===== config.mk =====
export PLATFORM = sky130hd
export DESIGN_NAME = axi_burst_write_master
export DESIGN_NICKNAME = d
export VERILOG_FILES = /design/src/rtl/axi_burst_write_master.sv
export SDC_FILE = /design/constraint.sdc
export NUM_CORES = 1
export LEC_CHECK = 0
export ABC_CLOCK_PERIOD_IN_PS = 6260
export CELL_PAD_IN_SITES_DETAIL_PLACEMENT = 0
export CELL_PAD_IN_SITES_GLOBAL_PLACEMENT = 2
export CORE_MARGIN = 2
export CORE_UTILIZATION = 25
export CTS_BUF_LIST = sky130_fd_sc_hd__clkbuf_16
export CTS_CLUSTER_SIZE = 28
export DETAILED_ROUTE_END_ITERATION = 10
export GPL_ROUTABILITY_DRIVEN = 0
export PLACE_DENSITY_LB_ADDON = 0.1
export SYNTH_ARGS = -nofsm -noshare
export SYNTH_HDL_FRONTEND = slang
export SYNTH_SLANG_ARGS = --single-unit

===== constraint.sdc =====
create_clock -name clk -period 6.26 [get_ports clk]
set_clock_uncertainty 0.15 [all_clocks]
set_input_delay 1.565 -clock clk [delete_from_list [all_inputs] [get_ports clk]]
set_output_delay 1.565 -clock clk [all_outputs]
set_load 0.05 [all_outputs]

===== src/rtl/axi_burst_write_master.sv =====
// AXI-style burst write master: splits a (start address, beat count) command
// into AW/W bursts limited by the maximum AXI length and by 4KB pages.
// Only one burst is in flight; the next AW waits for the previous wlast.
//
// state  | meaning
// IDLE   | waiting for a command, cmd_ready high
// AW     | presenting the burst address until awready
// W      | streaming beats straight from s_data to the W channel
// DONE   | one-cycle completion pulse
module axi_burst_write_master #(
  parameter int AXI_ADDR_BITWIDTH = 32,
  parameter int AXI_DATA_BITWIDTH = 64,
  parameter int AXI_LEN_BITWIDTH  = 4,
  parameter int AXI_STRB_BITWIDTH = 8,
  parameter int CMD_LEN_BITWIDTH  = 16
) (
  input  logic                         clk,
  input  logic                         rst,
  input  logic                         cmd_valid,
  output logic                         cmd_ready,
  input  logic [AXI_ADDR_BITWIDTH-1:0] cmd_addr,
  input  logic [CMD_LEN_BITWIDTH-1:0]  cmd_beats,
  input  logic                         s_data_valid,
  output logic                         s_data_ready,
  input  logic [AXI_DATA_BITWIDTH-1:0] s_data,
  input  logic [AXI_STRB_BITWIDTH-1:0] s_strb,
  output logic                         m_axi_awvalid,
  input  logic                         m_axi_awready,
  output logic [AXI_ADDR_BITWIDTH-1:0] m_axi_awaddr,
  output logic [AXI_LEN_BITWIDTH-1:0]  m_axi_awlen,
  output logic                         m_axi_wvalid,
  input  logic                         m_axi_wready,
  output logic [AXI_DATA_BITWIDTH-1:0] m_axi_wdata,
  output logic [AXI_STRB_BITWIDTH-1:0] m_axi_wstrb,
  output logic                         m_axi_wlast,
  output logic                         busy,
  output logic                         done
);

  localparam int BYTES     = AXI_DATA_BITWIDTH / 8;
  localparam int BL        = $clog2(BYTES);
  localparam int MAX_BEATS = 2 ** AXI_LEN_BITWIDTH;
  // Common compare width: must hold the full command count, 4096 and MAX_BEATS.
  localparam int MW0 = (CMD_LEN_BITWIDTH > 14) ? CMD_LEN_BITWIDTH : 14;
  localparam int MW  = (MW0 > AXI_LEN_BITWIDTH + 1) ? MW0 : AXI_LEN_BITWIDTH + 1;

  typedef enum logic [1:0] {S_IDLE, S_AW, S_W, S_DONE} state_t;

  state_t                       r_state;
  logic [AXI_ADDR_BITWIDTH-1:0] r_addr;
  logic [CMD_LEN_BITWIDTH-1:0]  r_rem;
  logic [AXI_LEN_BITWIDTH:0]    r_burst;
  logic [AXI_LEN_BITWIDTH-1:0]  r_beat_cnt;
  logic                         r_awvalid;
  logic [AXI_ADDR_BITWIDTH-1:0] r_awaddr;
  logic [AXI_LEN_BITWIDTH-1:0]  r_awlen;

  logic [AXI_ADDR_BITWIDTH-1:0] w_cmd_addr;
  logic [AXI_LEN_BITWIDTH:0]    w_burst_cmd;
  logic [AXI_LEN_BITWIDTH:0]    w_burst_nxt;
  logic [CMD_LEN_BITWIDTH-1:0]  w_rem_nxt;
  logic [AXI_ADDR_BITWIDTH-1:0] w_addr_nxt;
  logic                         w_in_w;
  logic                         w_last;
  logic                         w_w_hs;

  // Beats in the next burst: remaining count, AXI length cap and distance to
  // the next 4KB page (always at least one beat for an aligned address).
  function automatic logic [AXI_LEN_BITWIDTH:0] f_burst(
    input logic [CMD_LEN_BITWIDTH-1:0] rem,
    input logic [11:0]                 page_off
  );
    logic [MW-1:0] l_rem;
    logic [MW-1:0] l_max;
    logic [MW-1:0] l_page;
    logic [MW-1:0] l_min;
    l_rem  = MW'(rem);
    l_max  = MW'(MAX_BEATS);
    l_page = MW'((13'd4096 - {1'b0, page_off}) >> BL);
    l_min  = (l_rem < l_max) ? l_rem : l_max;
    if (l_page < l_min) l_min = l_page;
    return l_min[AXI_LEN_BITWIDTH:0];
  endfunction

  assign w_cmd_addr  = cmd_addr & ~AXI_ADDR_BITWIDTH'(BYTES - 1);
  assign w_burst_cmd = f_burst(cmd_beats, w_cmd_addr[11:0]);
  assign w_rem_nxt   = r_rem - CMD_LEN_BITWIDTH'(r_burst);
  assign w_addr_nxt  = r_addr + (AXI_ADDR_BITWIDTH'(r_burst) << BL);
  assign w_burst_nxt = f_burst(w_rem_nxt, w_addr_nxt[11:0]);

  assign w_in_w = (r_state == S_W);
  assign w_last = w_in_w && (r_beat_cnt == r_awlen);
  assign w_w_hs = w_in_w && s_data_valid && m_axi_wready;

  assign cmd_ready     = (r_state == S_IDLE);
  assign busy          = (r_state != S_IDLE);
  assign done          = (r_state == S_DONE);
  assign m_axi_awvalid = r_awvalid;
  assign m_axi_awaddr  = r_awaddr;
  assign m_axi_awlen   = r_awlen;
  assign m_axi_wvalid  = w_in_w && s_data_valid;
  assign s_data_ready  = w_in_w && m_axi_wready;
  assign m_axi_wdata   = s_data;
  assign m_axi_wstrb   = s_strb;
  assign m_axi_wlast   = w_last;

  // Sequencer: command capture, burst sizing, AW handshake and beat counting.
  always_ff @(posedge clk) begin
    if (rst) begin
      r_state    <= S_IDLE;
      r_addr     <= '0;
      r_rem      <= '0;
      r_burst    <= '0;
      r_beat_cnt <= '0;
      r_awvalid  <= 1'b0;
      r_awaddr   <= '0;
      r_awlen    <= '0;
    end else begin
      case (r_state)
        S_IDLE: begin
          if (cmd_valid) begin
            r_addr <= w_cmd_addr;
            r_rem  <= cmd_beats;
            if (cmd_beats == '0) begin
              r_state <= S_DONE;
            end else begin
              r_state   <= S_AW;
              r_burst   <= w_burst_cmd;
              r_awvalid <= 1'b1;
              r_awaddr  <= w_cmd_addr;
              r_awlen   <= w_burst_cmd[AXI_LEN_BITWIDTH-1:0] - AXI_LEN_BITWIDTH'(1);
            end
          end
        end
        S_AW: begin
          if (m_axi_awready) begin
            r_awvalid  <= 1'b0;
            r_beat_cnt <= '0;
            r_state    <= S_W;
          end
        end
        S_W: begin
          if (w_w_hs) begin
            r_beat_cnt <= r_beat_cnt + AXI_LEN_BITWIDTH'(1);
            if (w_last) begin
              r_rem  <= w_rem_nxt;
              r_addr <= w_addr_nxt;
              if (w_rem_nxt == '0) begin
                r_state <= S_DONE;
              end else begin
                r_state   <= S_AW;
                r_burst   <= w_burst_nxt;
                r_awvalid <= 1'b1;
                r_awaddr  <= w_addr_nxt;
                r_awlen   <= w_burst_nxt[AXI_LEN_BITWIDTH-1:0] - AXI_LEN_BITWIDTH'(1);
              end
            end
          end
        end
        default: begin
          r_state <= S_IDLE;
        end
      endcase
    end
  end

endmodule

After elaboration in Yosys (flattened, before gate mapping):

Index checks and enable logic that the tools add are counted.
Widths: inputs -> output; s select.

* register bits after elaboration: 96
* input bits: 126
* memory bits (writable): 0
* bits in read-only memories: 0
* logic and storage cells: 92
* memories: 0
* output and inout port bits: 115
* bits in latches: 0

* mux-type cells: 47
* add/subtract/negate cells: 7
* divide/modulo/power cells: 0
* $mul: 0
* bitwise operators: 0
* order comparisons: 4
* equality and inequality tests: 10
* shift-type cells: 0
* reductions and logical operators: 16

Operator list (count)
* $mux 32: 8
* $pmux 32 s2: 2
* $mux 16: 5
* $mux 5: 7
* $add 32x8->32: 1
* $logic_not 16->1: 2
* $lt 13x16->1: 2
* $lt 16x5->1 const B: 2
* $pmux 16 s2: 1
* $mux 4: 7
* $sub 13x12->14 const A: 2
* $pmux 4 s2: 2
* $sub 16x5->16: 1
* $mux 2: 6
* $ne 2x2->1 const B: 5
* $pmux 5 s2: 1
* $reduce_and 4->1: 2
* $sub 4x1->4 const B: 2
* $reduce_and 7->1: 1
* $mux 1: 6
* $pmux 2 s3: 1
* $reduce_and 6->1: 1
* $reduce_bool 2->1: 3
* $add 4x1->4 const B: 1
* other kinds (9): 13

Longest topological paths before layout:

Gate-level depths: netlist (run 1).

* depth in word-level cells: 10
* depth in mapped cells: 22
* depth with buffers taken out: 22

Least setup slack after synthesis (run 1):

Ideal clock, no wire load.

* path type: reg2reg
* from: register r_addr[3]
* to: register r_awlen[2], in the netlist m_axi_awlen[2]
* buffers on the path: 0
* stages on the path, launching flop included: 22
* arrival time: 4.606 ns
* slack: 1.424 ns
* clock period less this slack: 4.836 ns
* required time: 6.031 ns
* library setup time: 0.079 ns
* path through: dfxtp_1 ha_1 nor4_1 nor2b_1 and2_1 nor2b_1 nor2b_1 mux2_2 a31oi_1 xor2_1 ha_1 o21ai_0 o21ai_0 o32a_1 nand2b_1 a2bb2oi_1 o31a_1 a21oi_1 inv_1 ha_1 xnor2_1 a211oi_2

* cells in the longest elaborated chain, start to end: 9

RTL lines
* from (decl): RTL line 50 `logic [AXI_ADDR_BITWIDTH-1:0] r_addr;`
* from (signal assigned): RTL line 122 `r_addr <= w_cmd_addr;`
* from (signal assigned): RTL line 147 `r_addr <= w_addr_nxt;`
* $add 32x8->32 (*): RTL line 88 `assign w_addr_nxt = r_addr + (AXI_ADDR_BITWIDTH'(r_burst) << BL);`
* $sub 13x12->14 (*): RTL line 79 `l_page = MW'((13'd4096 - {1'b0, page_off}) >> BL);`
* $lt 13x16->1: RTL line 81 `if (l_page < l_min) l_min = l_page;`
* $mux 5 (*): RTL line 81
* $sub 4x1->4 (*): RTL line 155 `r_awlen <= w_burst_nxt[AXI_LEN_BITWIDTH-1:0] - AXI_LEN_BITWIDTH'(1);`
* $mux 4 (*): RTL line 148 `if (w_rem_nxt == '0) begin`
* $mux 4 (*): RTL line 145 `if (w_last) begin`
* $mux 4 (*): RTL line 143 `if (w_w_hs) begin`
* $pmux 4 s2 (*): RTL line 119 `case (r_state)`
* to (signal assigned): RTL line 131 `r_awlen <= w_burst_cmd[AXI_LEN_BITWIDTH-1:0] - AXI_LEN_BITWIDTH'(1);`
* to (signal assigned): RTL line 155
* to (decl): RTL line 56 `logic [AXI_LEN_BITWIDTH-1:0] r_awlen;`

Mark *: on every way between the ends. The rest lies on a longest branch, timed or not. The select of a mux whose other input is x is not followed.
A chain may end at the register's enable or synchronous reset.

Worst setup path in the final report (run 1):

* from: register r_rem[0]
* to: register r_awlen[2], in the netlist m_axi_awlen[2]

* cells in the longest elaborated chain, start to end: 10
* elaborated cells on any way between the ends: 13
* those cells by class: add/sub: 2; order compare: 2; eq/ne: 1; mux: 6; reduce/logical: 2

RTL lines
* from (decl): RTL line 51 `logic [CMD_LEN_BITWIDTH-1:0] r_rem;`
* from (signal assigned): RTL line 123 `r_rem <= cmd_beats;`
* from (signal assigned): RTL line 146 `r_rem <= w_rem_nxt;`
* $sub 16x5->16 (*): RTL line 87 `assign w_rem_nxt = r_rem - CMD_LEN_BITWIDTH'(r_burst);`
* $lt 16x5->1: RTL line 80 `l_min = (l_rem < l_max) ? l_rem : l_max;`
* $mux 16: RTL line 80
* $lt 13x16->1: RTL line 81
* $mux 5: RTL line 81
* $sub 4x1->4: RTL line 155
* $mux 4: RTL line 148
* $mux 4: RTL line 145
* $mux 4: RTL line 143
* $pmux 4 s2: RTL line 119

Marks and branches as above.

==> results of run 1 <==
## where the power goes
group	switching [uW]	internal (uW)	leakage (uW)	total [uW]
Combinational	482	295	0.00182	777
Sequential	55.5	662	0.000789	718
Clock	280	315	0.000150	596
Total	818	1270	0.00276	2090
## flip-flops by register name (all words and copies together) (netlist names)
register / flops
r_addr: 32
m_axi_awaddr: 32
r_state: 2
r_rem: 16
r_beat_cnt: 4
r_burst: 5
m_axi_awlen: 4
m_axi_awvalid: 1
## placed cells by master, fill, tap and decap left out, types with 14 or more instances in the layout
cell type,instances
sky130_fd_sc_hd__clkdlybuf4s50_1,92
sky130_fd_sc_hd__xnor2_1,39
sky130_fd_sc_hd__inv_1,20
sky130_fd_sc_hd__dfxtp_1,96
sky130_fd_sc_hd__a21oi_1,86
sky130_fd_sc_hd__ha_1,31
sky130_fd_sc_hd__o21ai_0,47
sky130_fd_sc_hd__a211oi_1,25
sky130_fd_sc_hd__nand3_1,23
sky130_fd_sc_hd__nor2_1,74
sky130_fd_sc_hd__nand2_1,180
sky130_fd_sc_hd__xor2_1,14
## metal layers
layer / vias up / global-route usage / part of all wire
li1: 3095 / - / -
met1: 2749 / 0.201 / 0.47
met2: 115 / 0.255 / 0.47
met3: 14 / 0.0380 / 0.053
met4: 0 / 0.0338 / 0.0087
met5: - / 0 / 0
## path summary, 6_finish.rpt
check	depth (start not counted)	startpoint	slack, ns	endpoint
hold / removal	2	m_axi_awaddr[2]$_SDFFE_PP0P_	0.30	m_axi_awaddr[2]$_SDFFE_PP0P_
setup / recovery	22	r_rem[0]$_SDFFE_PP0P_	0.78	m_axi_awlen[2]$_SDFFE_PP0P_
setup reg to reg	22	r_rem[0]$_SDFFE_PP0P_	0.78	m_axi_awlen[2]$_SDFFE_PP0P_
hold reg to reg	2	m_axi_awaddr[2]$_SDFFE_PP0P_	0.30	m_axi_awaddr[2]$_SDFFE_PP0P_
## layout make-up
type,count,area share
Timing Repair Buffer,105,0.130
Tap cell,341,0.0543
Sequential cell,96,0.245
Multi-Input combinational cell,687,0.523
Clock inverter,7,0.00972
Inverter,20,0.00956
Clock buffer,9,0.0287
## worst max-delay path, cell delays in order (launching register included)
cell,delay [ns]
sky130_fd_sc_hd__dfxtp_1,0.31
sky130_fd_sc_hd__inv_1,0.05
sky130_fd_sc_hd__ha_1,0.22
sky130_fd_sc_hd__fa_1,0.44
sky130_fd_sc_hd__nand2b_1,0.21
sky130_fd_sc_hd__a21boi_2,0.40
sky130_fd_sc_hd__o211ai_1,0.19
sky130_fd_sc_hd__a311oi_1,0.45
sky130_fd_sc_hd__o22ai_4,0.13
sky130_fd_sc_hd__nor2_1,0.31
sky130_fd_sc_hd__nand2_1,0.10
sky130_fd_sc_hd__ha_1,0.33
sky130_fd_sc_hd__nand3_1,0.09
sky130_fd_sc_hd__a21oi_1,0.21
sky130_fd_sc_hd__o32a_1,0.36
sky130_fd_sc_hd__nand2b_1,0.15
sky130_fd_sc_hd__a2bb2oi_1,0.15
sky130_fd_sc_hd__o31a_1,0.26
sky130_fd_sc_hd__a21oi_1,0.25
sky130_fd_sc_hd__inv_1,0.08
sky130_fd_sc_hd__ha_1,0.21
sky130_fd_sc_hd__xnor2_1,0.19
sky130_fd_sc_hd__a211oi_2,0.09
## stage by stage
step                      worst slack (ns)  hold WS (ns)  utilization
after floorplan                       1.42         0.291            -
after global placement               0.694         0.297        0.281
after detailed placement             0.744         0.296        0.281
after CTS                            0.714         0.307        0.292
after global routing                 0.262         0.330        0.292
final                                0.779         0.303        0.292
## cell families after synthesis
kind of cell             count (synthesis)  share of synthesized area
other                                    1                   0.000549
buffers and inverters                  143                      0.126
adder cells (fa/ha/maj)                 34                     0.0643
flip-flops                              96                      0.282
AO/OA/AOI/OAI                          221                      0.211
multiplexers                             5                    0.00752
AND/OR/NAND/NOR                        364                      0.241
XOR/XNOR                                53                     0.0680
==> results, run 1 <==
- The floorplan step defined a die boundary enclosing 28600 sq um.
- The initial antenna violation count is 0.
- Summed over all failing endpoints, the final setup total negative slack is 0 ns.
- Entering global routing, the biggest net connects 80 pins.
- The count of placed standard cells in the final layout, fillers left out is 1265.
- The share of the yosys chip area belonging to registers is 0.282.
- Gates resized during post-CTS repair numbered 0.
- Static timing analysis puts the maximum clock frequency at between 0.15 and 0.2 GHz.
- Setup repair after global routing left no endpoint under its margin.
- The number of hold violations in the final report is 0.
- The post-synthesis instance area is between 6000 and 7000 sq um.
- After clock tree synthesis, the clock-pin slew on the worst setup and hold paths is ~0.070 ns.
- By instance count, the leading cell after synthesis is sky130_fd_sc_hd__nand2_1.
- The leakage power is roughly 0.0028 uW.
- IR analysis of the VDD net gives a maximum drop of 0.124 mV.
- For this block, the initial DRC count from the detailed router was 217.
- The total area of sequential cells is 1920 sq um.
- The number of nets still failing antenna checks after routing is 0.
- The total overflow left after global routing is 0.
- The run finished with clean final reports.
- The worst path in the final design needs a cycle of between 5 and 6 ns, including I/O delays and setup.
- The final cycle utilization of the critical path is 0.876.
- The combined area of the multi-input logic cells is 4110 sq um.
- The final routed wire length divided by cell count is 17.0 um.
- In the synthesized netlist, the number of instances is roughly 900.
- A synthesized cell averages 7.44 sq um.
- Pin placement for this block handled 241 I/O pins.
- Among all flip-flop cells after synthesis, the most frequent one is sky130_fd_sc_hd__dfxtp_1.
- The critical path in this run is classified as register to register.
- Of the post-synthesis cell area, the dominant cell type holds 0.282.
- Yosys printed 0 warnings.
- The filler cells instantiated in the layout total 2993.
- In this run the tool buffered the top-level ports with 93 buffer cells.
- Synthesis instantiated 67 different standard cells from the library.
- STA puts the critical path data arrival time at 5.55 ns.
- The power density over the cells is 266 nW/um^2.
- The count of hold-fix buffers inserted at cts is 0.
- Clock tree synthesis selected as its root buffer the cell sky130_fd_sc_hd__clkbuf_16.
- Clock tree synthesis found a total of 96 sinks.
- The number of setup violations in the final report is 0.
- For the worst setup path, the data required time is 6.32 ns.
- For this configuration, the core starts out at a cell density of 0.254.
- The floorplan die width is 169 um.
- The proportion of register bits with asynchronous set or reset after synthesis is 0.
- The final layout contains between 1000 and 1500 nets.
- The global-route total usage across every layer is 0.153.
- Before antenna repair, the detailed router went through 4 iterations.
- The H-tree was split into 3 levels.
- For this run, design rule violations remaining after detail routing come to 0.
- The class of the tightest hold or removal check is register to register.
- The via count of the first global-routing pass is 6039.
- TritonCTS built the clock tree.
- Across the run, the number of max-cap violations was 0.
- The longest clock path from root to sink contains 2 buffers.
- STA classifies the critical path endpoint as a register.
- In this run, synthesis inferred 0 flip-flops with an integrated enable.
- The number of core rows is 60.
- The clock latency on the worst-skew pair is 0.36 ns.
- The post-detailed-routing wire length is 21500 um.
- The final instance area is 7850 sq um.
- The number of antenna diodes in the final layout is 0.
- The total setup buffers inserted after CTS is 0.
- In this run the tightest slew margin relative to its limit is 0.385.
- The total via count after detailed routing is 5973.
- The core region is 26900 sq um.
- After detailed routing, the number of vias per cell comes to about 4.7.
- The launching element type of the critical path is a register.
- For the pin with the worst max-slew slack, the measured transition is approximately 0.9 ns.
- The first-pass GRT wire length is 34600 um.
- The placed wire-length estimate is 15000 um.
- sky130_fd_sc_hd__dfxtp_1 takes more of the synthesized area than any other cell.
- After detailed placement, the design holds a cell count of between 1000 and 1500.
- In the post-synthesis netlist, the biggest area contributors are sky130_fd_sc_hd__dfxtp_1, sky130_fd_sc_hd__nand2_1, sky130_fd_sc_hd__buf_4, sky130_fd_sc_hd__a21oi_1, sky130_fd_sc_hd__ha_1.
- After synthesis the netlist holds a flip-flop and latch count of 96.
- The standard cell area after detailed placement is 7550 sq um.
- The clock buffer count from CTS is 9.
- Total power for the finished layout comes to 2090 uW.
- By count the netlist is led by sky130_fd_sc_hd__nand2_1, sky130_fd_sc_hd__dfxtp_1, sky130_fd_sc_hd__a21oi_1.
- The maximum net fanout on the critical path is 8.
- The max-slew violation count is 0.
- The die outline height is 169 um.
- The post-synthesis to final-layout area growth is 15.0%.
- The fraction of final layout cells with drive strength greater than 1 is 0.0552.
Power figures use the tool's default switching activity.
==> run 2: changes to the inputs <==
--- a/config.mk
+++ b/config.mk
@@ -5,11 +5,12 @@
 export SDC_FILE = /design/constraint.sdc
 export NUM_CORES = 1
 export LEC_CHECK = 0
+export ABC_AREA = 1
 export ABC_CLOCK_PERIOD_IN_PS = 6260
 export CELL_PAD_IN_SITES_DETAIL_PLACEMENT = 0
 export CELL_PAD_IN_SITES_GLOBAL_PLACEMENT = 2
 export CORE_MARGIN = 2
-export CORE_UTILIZATION = 25
+export CORE_UTILIZATION = 24
 export CTS_BUF_LIST = sky130_fd_sc_hd__clkbuf_16
 export CTS_CLUSTER_SIZE = 28
 export DETAILED_ROUTE_END_ITERATION = 10
==> run 2 against run 1 <==
  * Worst setup slack better by 0.53 ns
  * Combinational power rose to 4.1 times the previous value
  * Utilization down 0.65 points
  * Critical path type is now primary input to register
  * Critical endpoint unchanged
  * Highest routed layer unchanged
==> results, run 2 <==
- The count of antenna diodes in the layout was 0 (unchanged).
- The final cycle utilization of the critical path is 0.790 (-0.0850).
- STA classifies the critical path startpoint as a primary input.
- Leaving out fill and tap cells, the most frequent cell in the layout is sky130_fd_sc_hd__nand2_1.
- In this run the worst setup path terminates at m_axi_awlen[2]$_SDFFE_PP0P_.
- The total via count after detailed routing is 6137 (+2.7%).
- The proportion of register bits with asynchronous set or reset after synthesis is 0 (unchanged).
- The endpoint arrival time on the critical path is 5.05 ns (-0.50 ns).
- The depth of the most critical reg-to-reg path is 28 (+27%).
- The mean instance size in the synthesized netlist came to 6.91 sq um (-7.1%).
- The area of the placeable core is 27900 sq um (+3.9%).
- The first-pass iteration count of the detailed router was 4 (unchanged).
- The number of nets in the layout came to 1167 (+8.3%).
- The worst ir drop on vdd is 0.275 mV (+120%).
- The leftover overflow at the end of global routing is 0 (unchanged).
- The clock period minus final worst setup slack is 4.95 ns (-0.532 ns).
- The maximum number of pins on one net before global-route repair came to 53 (-34%).
- The placed wire-length estimate is 16100 um (+7.7%).
- The clock buffer count from CTS is 9 (unchanged).
- The maximum clock path buffer count is 2 (unchanged).
- The xor-xnor portion of the synthesized cell area is 0.0408 (-0.0272).
- The flow ran to the end, and the final reports show no timing, DRC or antenna violations.
- In this design, the critical path's most frequently occurring cell is sky130_fd_sc_hd__nand2_1.
- The die area is 30000 sq um (+4.6%).
- The total setup buffers inserted after CTS is 0 (unchanged).
- The number of cells on the critical path came to 22 (unchanged).
- The share of the yosys chip area belonging to registers is 0.280 (-0.00154).
- The worst setup path startpoint is cmd_beats[14].
- The reg-to-reg setup timing slack came to 2.09 ns (+1.31 ns).
- Clock tree synthesis selected as its root buffer the cell sky130_fd_sc_hd__clkbuf_16.
- The via count of the first global-routing pass came to 6122 (+1.4%).
- The top cell types in the final layout, fill and taps aside, are sky130_fd_sc_hd__nand2_1, sky130_fd_sc_hd__inv_1, sky130_fd_sc_hd__dfxtp_1.
- The number of cells upsized or downsized after cts was 0 (unchanged).
- The most common cell in the synthesized netlist is sky130_fd_sc_hd__nand2_1.
- By area the synthesized netlist is led by sky130_fd_sc_hd__dfxtp_1, sky130_fd_sc_hd__nand2_1, sky130_fd_sc_hd__buf_4, sky130_fd_sc_hd__inv_1, sky130_fd_sc_hd__ha_1.
- The global-route total usage across every layer is 0.147 (-0.00650).
- In this run the critical register-to-register path is launched from r_burst[0]$_SDFFE_PP0P_.
- The leakage power is 0.00351 uW (+27%).
- The detailed-route vias per instance is 4.41 (-6.6%).
- The die outline height is 173 um (+2.3%).
- The mux contribution to synthesized area is 0.0146 (+0.00707).
- The number of top-level design ports is 241 (unchanged).
- STA classifies the critical path endpoint as a register.
- Traced cell by cell, the critical path runs through clkdlybuf4s50_1 > nor4_1 > nand2_1 > nor2_1 > inv_1 > nor2_1 > inv_1 > ha_1 > nand2_1 > o21ai_0 > nand4_1 > nand2_1 > nand3_1 > nand2_1 > nand3_1 > o211ai_1 > nand2_4 > ha_1 > nand2_1 > nand2_1 > o21ai_1 > inv_1.
- The fmax is 0.202 GHz (+11%).
- The final routed wire length divided by cell count is 15.7 um (-7.4%).
- The flip-flop cell with the highest count after synthesis is sky130_fd_sc_hd__dfxtp_1.
- After synthesis, the largest family of logic cells by area is simple AND/OR/NAND/NOR gates.
- The commonest cells after synthesis are sky130_fd_sc_hd__nand2_1, sky130_fd_sc_hd__inv_1, sky130_fd_sc_hd__dfxtp_1.
- The delay of the slowest critical-path stage was 0.43 ns (-0.02 ns).
- The number of nets still failing antenna checks after routing came to 0 (unchanged).
- The headroom to the max-slew limit came to 0.374 (-0.0103).
- The area share of fa/ha/maj cells after synthesis came to 0.0624 (-0.00199).
- The total of buffers placed on input and output ports was 93 (unchanged).
- By startpoint and endpoint, the worst setup path is classified as primary input to register.
- The overall power consumption is 4880 uW (+130%).
- Setup repair after global routing left no endpoint under its margin.
- The area fraction in compound gates after synthesis came to 0.142 (-0.0695).
- The initial core utilization came to 0.246 (-0.00828).
- The total number of H-tree levels is 3 (unchanged).
- The share of synthesized cell area in and, or, nand and nor gates is 0.290 (+0.0492).
- The endpoint of the most critical register-to-register path is m_axi_awlen[2]$_SDFFE_PP0P_.
- The critical path's top delay family is simple AND/OR/NAND/NOR gates.
- The slowest stage of the critical path belongs to the cell sky130_fd_sc_hd__clkdlybuf4s50_1.
- The worst hold path belongs to the class register to register.
- The number of setup violations in the final report was 0 (unchanged).
- The number of buffer and inverter stages on the critical path is 4 (+2).
- TritonCTS built the clock tree.
- The clock latency on the worst-skew pair is 0.36 ns (about the same).
- The first-pass GRT wire length is 34700 um (+0.32%).
- The floorplan die width is 173 um (+2.3%).
- The total of warnings raised by yosys was 0 (unchanged).
- The power density over the cells is 612 nW/um^2 (+130%).
- Relative to the synthesized area, the layout overhead comes to 16.2%.
- The required time at the worst-slack endpoint is 6.36 ns (+0.04 ns).
- The number of instances in the synthesized netlist is 993 (+8.3%).
- The clock transition at the registers of the reported paths is 0.07 ns (about the same).
- The number of hold violations in the final report is 0 (unchanged).
- The proportion of netlist area held by the largest area contributor is 0.280 (-0.00154).
- The slew of the pin with the lowest slew margin came to 0.938 ns (+0.0154 ns).
- The count of hold-fix buffers inserted at cts is 0 (unchanged).
- The max-slew violation count is 0 (unchanged).
- The post-detailed-routing wire length is 21900 um (+1.9%).
- The count of clock tree sinks is 96 (unchanged).
- The number of synthesized flops with an enable pin was 0 (unchanged).
- The register bit total from synthesis is 96 (unchanged).
- The aggregate negative setup slack is 0 ns (unchanged).
- The final routed DRC violation total is 0 (unchanged).
- The post-synthesis instance area was 6860 sq um (+0.55%).
- The cell type with the largest total area after synthesis is sky130_fd_sc_hd__dfxtp_1.
- The number of core rows is 61 (+1.7%).
- The number of maximum-capacitance violations is 0 (unchanged).
- The count of routing violations after the opening detailed-route iteration is 245 (+13%).
- The fraction of final layout cells with drive strength greater than 1 is 0.0839 (+0.0287).
- The number of distinct standard cells referenced by the synthesized netlist is 53 (-21%).
- The maximum net fanout on the critical path is 9 (+1).
- The initial antenna violation count is 0 (unchanged).
-- run 2: cell count changes after synthesis, moves of 10 or more --
| cell | previous run | this run |
|---|---|---|
| sky130_fd_sc_hd__a211oi_1 | 25 | 4 |
| sky130_fd_sc_hd__a21oi_1 | 87 | 49 |
| sky130_fd_sc_hd__a31oi_1 | 1 | 22 |
| sky130_fd_sc_hd__clkbuf_1 | 38 | 24 |
| sky130_fd_sc_hd__inv_1 | 20 | 118 |
| sky130_fd_sc_hd__nand2_1 | 180 | 195 |
| sky130_fd_sc_hd__nand2b_1 | 10 | 0 |
| sky130_fd_sc_hd__nand3_1 | 23 | 64 |
| sky130_fd_sc_hd__nand3_2 | 1 | 13 |
| sky130_fd_sc_hd__nand4_1 | 8 | 20 |
| sky130_fd_sc_hd__nor2b_1 | 10 | 0 |
| sky130_fd_sc_hd__o21ai_0 | 47 | 68 |
| sky130_fd_sc_hd__o21ai_1 | 0 | 10 |
| sky130_fd_sc_hd__xnor2_1 | 39 | 16 |
-- run 2: worst reg2reg max path: cells and delay by family (launching register included) --
family          cells  cell delay [ns]
compound gates      2             0.36
xor+xnor            1             0.15
fa+ha+maj           4             1.15
buf+inv             6             0.40
flops               1             0.40
simple gates       15             1.48
-- run 2: how the worst min path moves through the flow --
stage | from | end | slack, ns | depth (start not counted)
4_1_cts | m_axi_awvalid$_SDFFE_PP0P_ | m_axi_awvalid$_SDFFE_PP0P_ | 0.30 | 2
2_1_floorplan | r_addr[2]$_SDFFE_PP0P_ | r_addr[2]$_SDFFE_PP0P_ | 0.30 | 2
3_3_place_gp | m_axi_awvalid$_SDFFE_PP0P_ | m_axi_awvalid$_SDFFE_PP0P_ | 0.29 | 2
3_5_place_dp | m_axi_awvalid$_SDFFE_PP0P_ | m_axi_awvalid$_SDFFE_PP0P_ | 0.29 | 2
6_report | m_axi_awvalid$_SDFFE_PP0P_ | m_axi_awvalid$_SDFFE_PP0P_ | 0.30 | 2
5_1_grt | m_axi_awvalid$_SDFFE_PP0P_ | m_axi_awvalid$_SDFFE_PP0P_ | 0.32 | 2
-- run 2: layer usage --
metal  track usage  routed length [um]  up-vias
met2         0.247               10100       93
met4        0.0325                 193        0
met5             0                   0        -
met1         0.198               10800     2825
met3        0.0235                 731       15
li1              -                   -     3204
-- run 2: layout make-up --
class                   count  area [sq um]
fillers                  3171         20000
multi-input cells         674          3820
flip-flops and latches     96          1920
repair buffers             99           971
inverters                 128           480
well taps                 378           473
clock buffers               9           225
clock inverters             7          87.6
-- run 2: logic make-up after synthesis --
family	count (synthesis)
DFF	96
and+or+nand+nor	415
buffers and inverters	232
xor gates and xnor gates	32
other	1
muxes	10
adders and majority gates	33
AOI/OAI and AO/OA	174
-- run 2: power by group --
group / switching [uW] / total [uW] / internal [uW]
logic: 2200 / 3220 / 1030
registers: 201 / 1050 / 845
clock network: 291 / 613 / 322
-- run 2: metrics by stage --
step                instance area, sq um  instances  worst slack [ns]  hold WS, ns  utilization
floorplan                           6900       1002              1.95        0.298            -
global placement                    7660       1375             0.825        0.287        0.274
detailed placement                  7660       1375             0.839        0.289        0.274
CTS                                 7980       1391              1.21        0.301        0.286
global route                        7980       1391             0.895        0.322        0.286
finish                              7980       1391              1.31        0.298        0.286
==> run 3: changes to the inputs <==
--- a/config.mk
+++ b/config.mk
@@ -6,11 +6,11 @@
 export NUM_CORES = 1
 export LEC_CHECK = 0
 export ABC_AREA = 1
-export ABC_CLOCK_PERIOD_IN_PS = 6260
+export ABC_CLOCK_PERIOD_IN_PS = 4350
 export CELL_PAD_IN_SITES_DETAIL_PLACEMENT = 0
 export CELL_PAD_IN_SITES_GLOBAL_PLACEMENT = 2
 export CORE_MARGIN = 2
-export CORE_UTILIZATION = 24
+export CORE_UTILIZATION = 22
 export CTS_BUF_LIST = sky130_fd_sc_hd__clkbuf_16
 export CTS_CLUSTER_SIZE = 28
 export DETAILED_ROUTE_END_ITERATION = 10
==> constraint.sdc (replaced) <==
create_clock -name clk -period 4.35 [get_ports clk]
set_clock_uncertainty 0.15 [all_clocks]
set_input_delay 1.0875 -clock clk [delete_from_list [all_inputs] [get_ports clk]]
set_output_delay 1.0875 -clock clk [all_outputs]
set_load 0.05 [all_outputs]
==> run 3 against run 2 <==
  * Clock power grew 54%
  * First-iteration DRC count shrank 6.5%
  * Worst setup slack lost 1.0 ns
  * Sequential power grew 44%
  * Critical endpoint unchanged
  * Largest power group unchanged
  * Highest routed layer unchanged
==> results, run 3 (same netlist as run 2, synthesis figures left out) <==
- The run finished with clean final reports.
- The final routed wire length divided by cell count is 15.6 um (-0.96%).
- The slew of the pin with the lowest slew margin is 0.624 ns (-0.314 ns).
- The clock latency on the worst-skew pair is 0.36 ns (about the same).
- The signal on the critical path passes through clkdlybuf4s50_1 > nor4_2 > nand2_1 > nor2_2 > buf_4 > inv_1 > nor2_2 > inv_1 > ha_1 > a21oi_2 > o21ai_1 > buf_4 > nand4_1 > nand2_1 > nand3_1 > nand2_4 > o211ai_1 > nand2_4 > ha_1 > nand2_1 > nand2_1 > o21ai_1 > inv_1.
- STA classifies the critical path endpoint as a register.
- The number of maximum-capacitance violations is 0 (unchanged).
- The maximum net fanout on the critical path was 9 (unchanged).
- Clock tree synthesis selected as its root buffer the cell sky130_fd_sc_hd__clkbuf_16.
- The beginning of the worst register-to-register path is r_burst[0]$_SDFFE_PP0P_.
- The number of nets still failing antenna checks after routing was 0 (unchanged).
- The count of antenna diodes in the layout is 0 (unchanged).
- Leaving out fill and tap cells, the most frequent cells in the layout are sky130_fd_sc_hd__nand2_1, sky130_fd_sc_hd__inv_1, sky130_fd_sc_hd__dfxtp_1.
- The required time at the worst-slack endpoint is 4.46 ns (-1.90 ns).
- The area of the placeable core was 30700 sq um (+9.8%).
- The capture point of the critical path is m_axi_awlen[2]$_SDFFE_PP0P_.
- The class of the tightest hold or removal check is register to register.
- The first-pass GRT wire length is 36800 um (+6.1%).
- The leakage power was 0.00378 uW (+7.8%).
- The clock tree from TritonCTS is built.
- The endpoint identified for the worst register-to-register timing path is m_axi_awlen[2]$_SDFFE_PP0P_.
- The depth of the most critical reg-to-reg path is 28 (unchanged).
- The via count of the first global-routing pass is 6483 (+5.9%).
- The total via count after detailed routing is 6335 (+3.2%).
- The aggregate negative setup slack is 0 ns (unchanged).
- The reg-to-reg setup timing slack was 0.40 ns (-1.69 ns).
- The final routed DRC violation total came to 0 (unchanged).
- The worst ir drop on vdd is 0.277 mV (+0.67%).
- The overall power consumption is 7330 uW (+50%).
- The power density over the cells is 863 nW/um^2 (+41%).
- The clock buffer count from CTS is 9 (unchanged).
- The number of nets in the layout is 1220 (+4.5%).
- The die outline height is 181 um (+4.3%).
- The count of clock tree sinks came to 96 (unchanged).
- The count of routing violations after the opening detailed-route iteration was 229 (-6.5%).
- The worst hold-check slack was 0.314 ns (+0.0160 ns).
- The fraction of final layout cells with drive strength greater than 1 was 0.153 (+0.0690).
- The launching element type of the critical path is a primary input.
- The headroom to the max-slew limit came to 0.583 (+0.209).
- The initial core utilization is 0.224 (-0.0219).
- The global-route total usage across every layer is 0.143 (-0.00415).
- The max-slew violation count is 0 (unchanged).
- The detailed-route vias per instance is 4.33 (-1.8%).
- The die area was 32600 sq um (+8.9%).
- The number of core rows is 64 (+4.9%).
- The slowest stage of the critical path belongs to the cell sky130_fd_sc_hd__clkdlybuf4s50_1.
- The endpoint arrival time on the critical path was 4.17 ns (-0.88 ns).
- The number of hold violations in the final report came to 0 (unchanged).
- The area growth from synthesis to layout is 23.8%.
- The worst setup path is of the primary input to register kind.
- The maximum number of pins on one net before global-route repair is 37 (-30%).
- The post-detailed-routing wire length is 22800 um (+4.1%).
- The delay of the slowest critical-path stage came to 0.43 ns (about the same).
- The floorplan die width is 181 um (+4.3%).
- The leftover overflow at the end of global routing is 0 (unchanged).
- The maximum clock path buffer count is 2 (unchanged).
- The worst hold path startpoint is m_axi_awvalid$_SDFFE_PP0P_.
- The initial antenna violation count is 0 (unchanged).
- The number of setup violations in the final report was 0 (unchanged).
- The total number of H-tree levels is 3 (unchanged).
- The placed wire-length estimate is 17100 um (+6.0%).
- The total of buffers placed on input and output ports is 93 (unchanged).
- The most numerous cell on the critical path is sky130_fd_sc_hd__nand2_1.
- The critical path starts at cmd_beats[14].
- The clock transition at the registers of the reported paths came to 0.08 ns (about the same).
- The most frequent standard cell in the layout excluding fill and tap cells is sky130_fd_sc_hd__nand2_1.
- The fmax is 0.246 GHz.
- The first-pass iteration count of the detailed router is 4 (unchanged).
- The clock period minus final worst setup slack is 4.06 ns.
- In the finished design, the share of the clock period the worst path needs comes to 0.934.
- The number of top-level design ports is 241 (unchanged).
## run 3: cell types whose count changed in the layout (fill, tap and decap cells not counted), moves of 2 or more
| cell | change |
|---|---|
| sky130_fd_sc_hd__nor2_1 | -10 |
| sky130_fd_sc_hd__nand2_2 | +2 |
| sky130_fd_sc_hd__a211oi_1 | -2 |
| sky130_fd_sc_hd__clkdlybuf4s50_1 | -2 |
| sky130_fd_sc_hd__buf_4 | +56 |
| sky130_fd_sc_hd__inv_8 | -2 |
| sky130_fd_sc_hd__dfxtp_1 | -2 |
| sky130_fd_sc_hd__nor2_4 | +2 |
| sky130_fd_sc_hd__dfxtp_2 | +2 |
| sky130_fd_sc_hd__a211oi_2 | +2 |
| sky130_fd_sc_hd__inv_6 | +2 |
| sky130_fd_sc_hd__nor2_2 | +8 |
| sky130_fd_sc_hd__nand2_1 | -3 |
## run 3: cell type report
type	instances	area (sq um)
clock buffer	9	225
clock inverter	7	108
fill	3465	22200
inverter	128	480
multi-input combinational	674	3900
sequential	96	1920
tap	396	495
timing repair buffer	152	1370
## run 3: how the worst min path moves through the flow
stage                            endpoint  depth (start not counted)
2_1_floorplan      r_addr[2]$_SDFFE_PP0P_                          2
3_3_place_gp   m_axi_awvalid$_SDFFE_PP0P_                          2
3_5_place_dp   m_axi_awvalid$_SDFFE_PP0P_                          2
4_1_cts        m_axi_awvalid$_SDFFE_PP0P_                          2
5_1_grt        m_axi_awvalid$_SDFFE_PP0P_                          2
6_report       m_axi_awvalid$_SDFFE_PP0P_                          2
## run 3: worst max-delay path: cells and delay by family
| kind | cells | cell delay (ns) |
|---|---|---|
| AOI/OAI and AO/OA | 4 | 0.61 |
| adders and majority gates | 2 | 0.47 |
| buffers and inverters | 6 | 0.90 |
| and+or+nand+nor | 11 | 1.09 |
## run 3: power by group
part	internal (uW)	switching (uW)
clock	518	426
sequential	1220	291
combinational	1640	3230
total	3380	3950
## run 3: routing by layer
layer / global-route usage / wire, um
met1: 0.197 / 11500
met2: 0.233 / 10500
met3: 0.0216 / 595
met4: 0.0335 / 235
met5: 0 / 0
## run 3: repair_timing
action                     CTS  global route
hold buffers                 0             0
buffers inserted             0             5
setup endpoints to repair    1             9
pin swaps                    1            12
cloned                       0             0
resized for setup            1            26
## run 3: per-stage QoR
step                      area, sq um  instances   util  setup slack (ns)
final                            8500       1462  0.277             0.287
after detailed placement         8050       1441  0.262            -0.424
after floorplan                  6900       1002      -             0.521
after global placement           8050       1441  0.262            -0.361
after global routing             8500       1462  0.277          -0.00281
after CTS                        8380       1457  0.273            0.0753
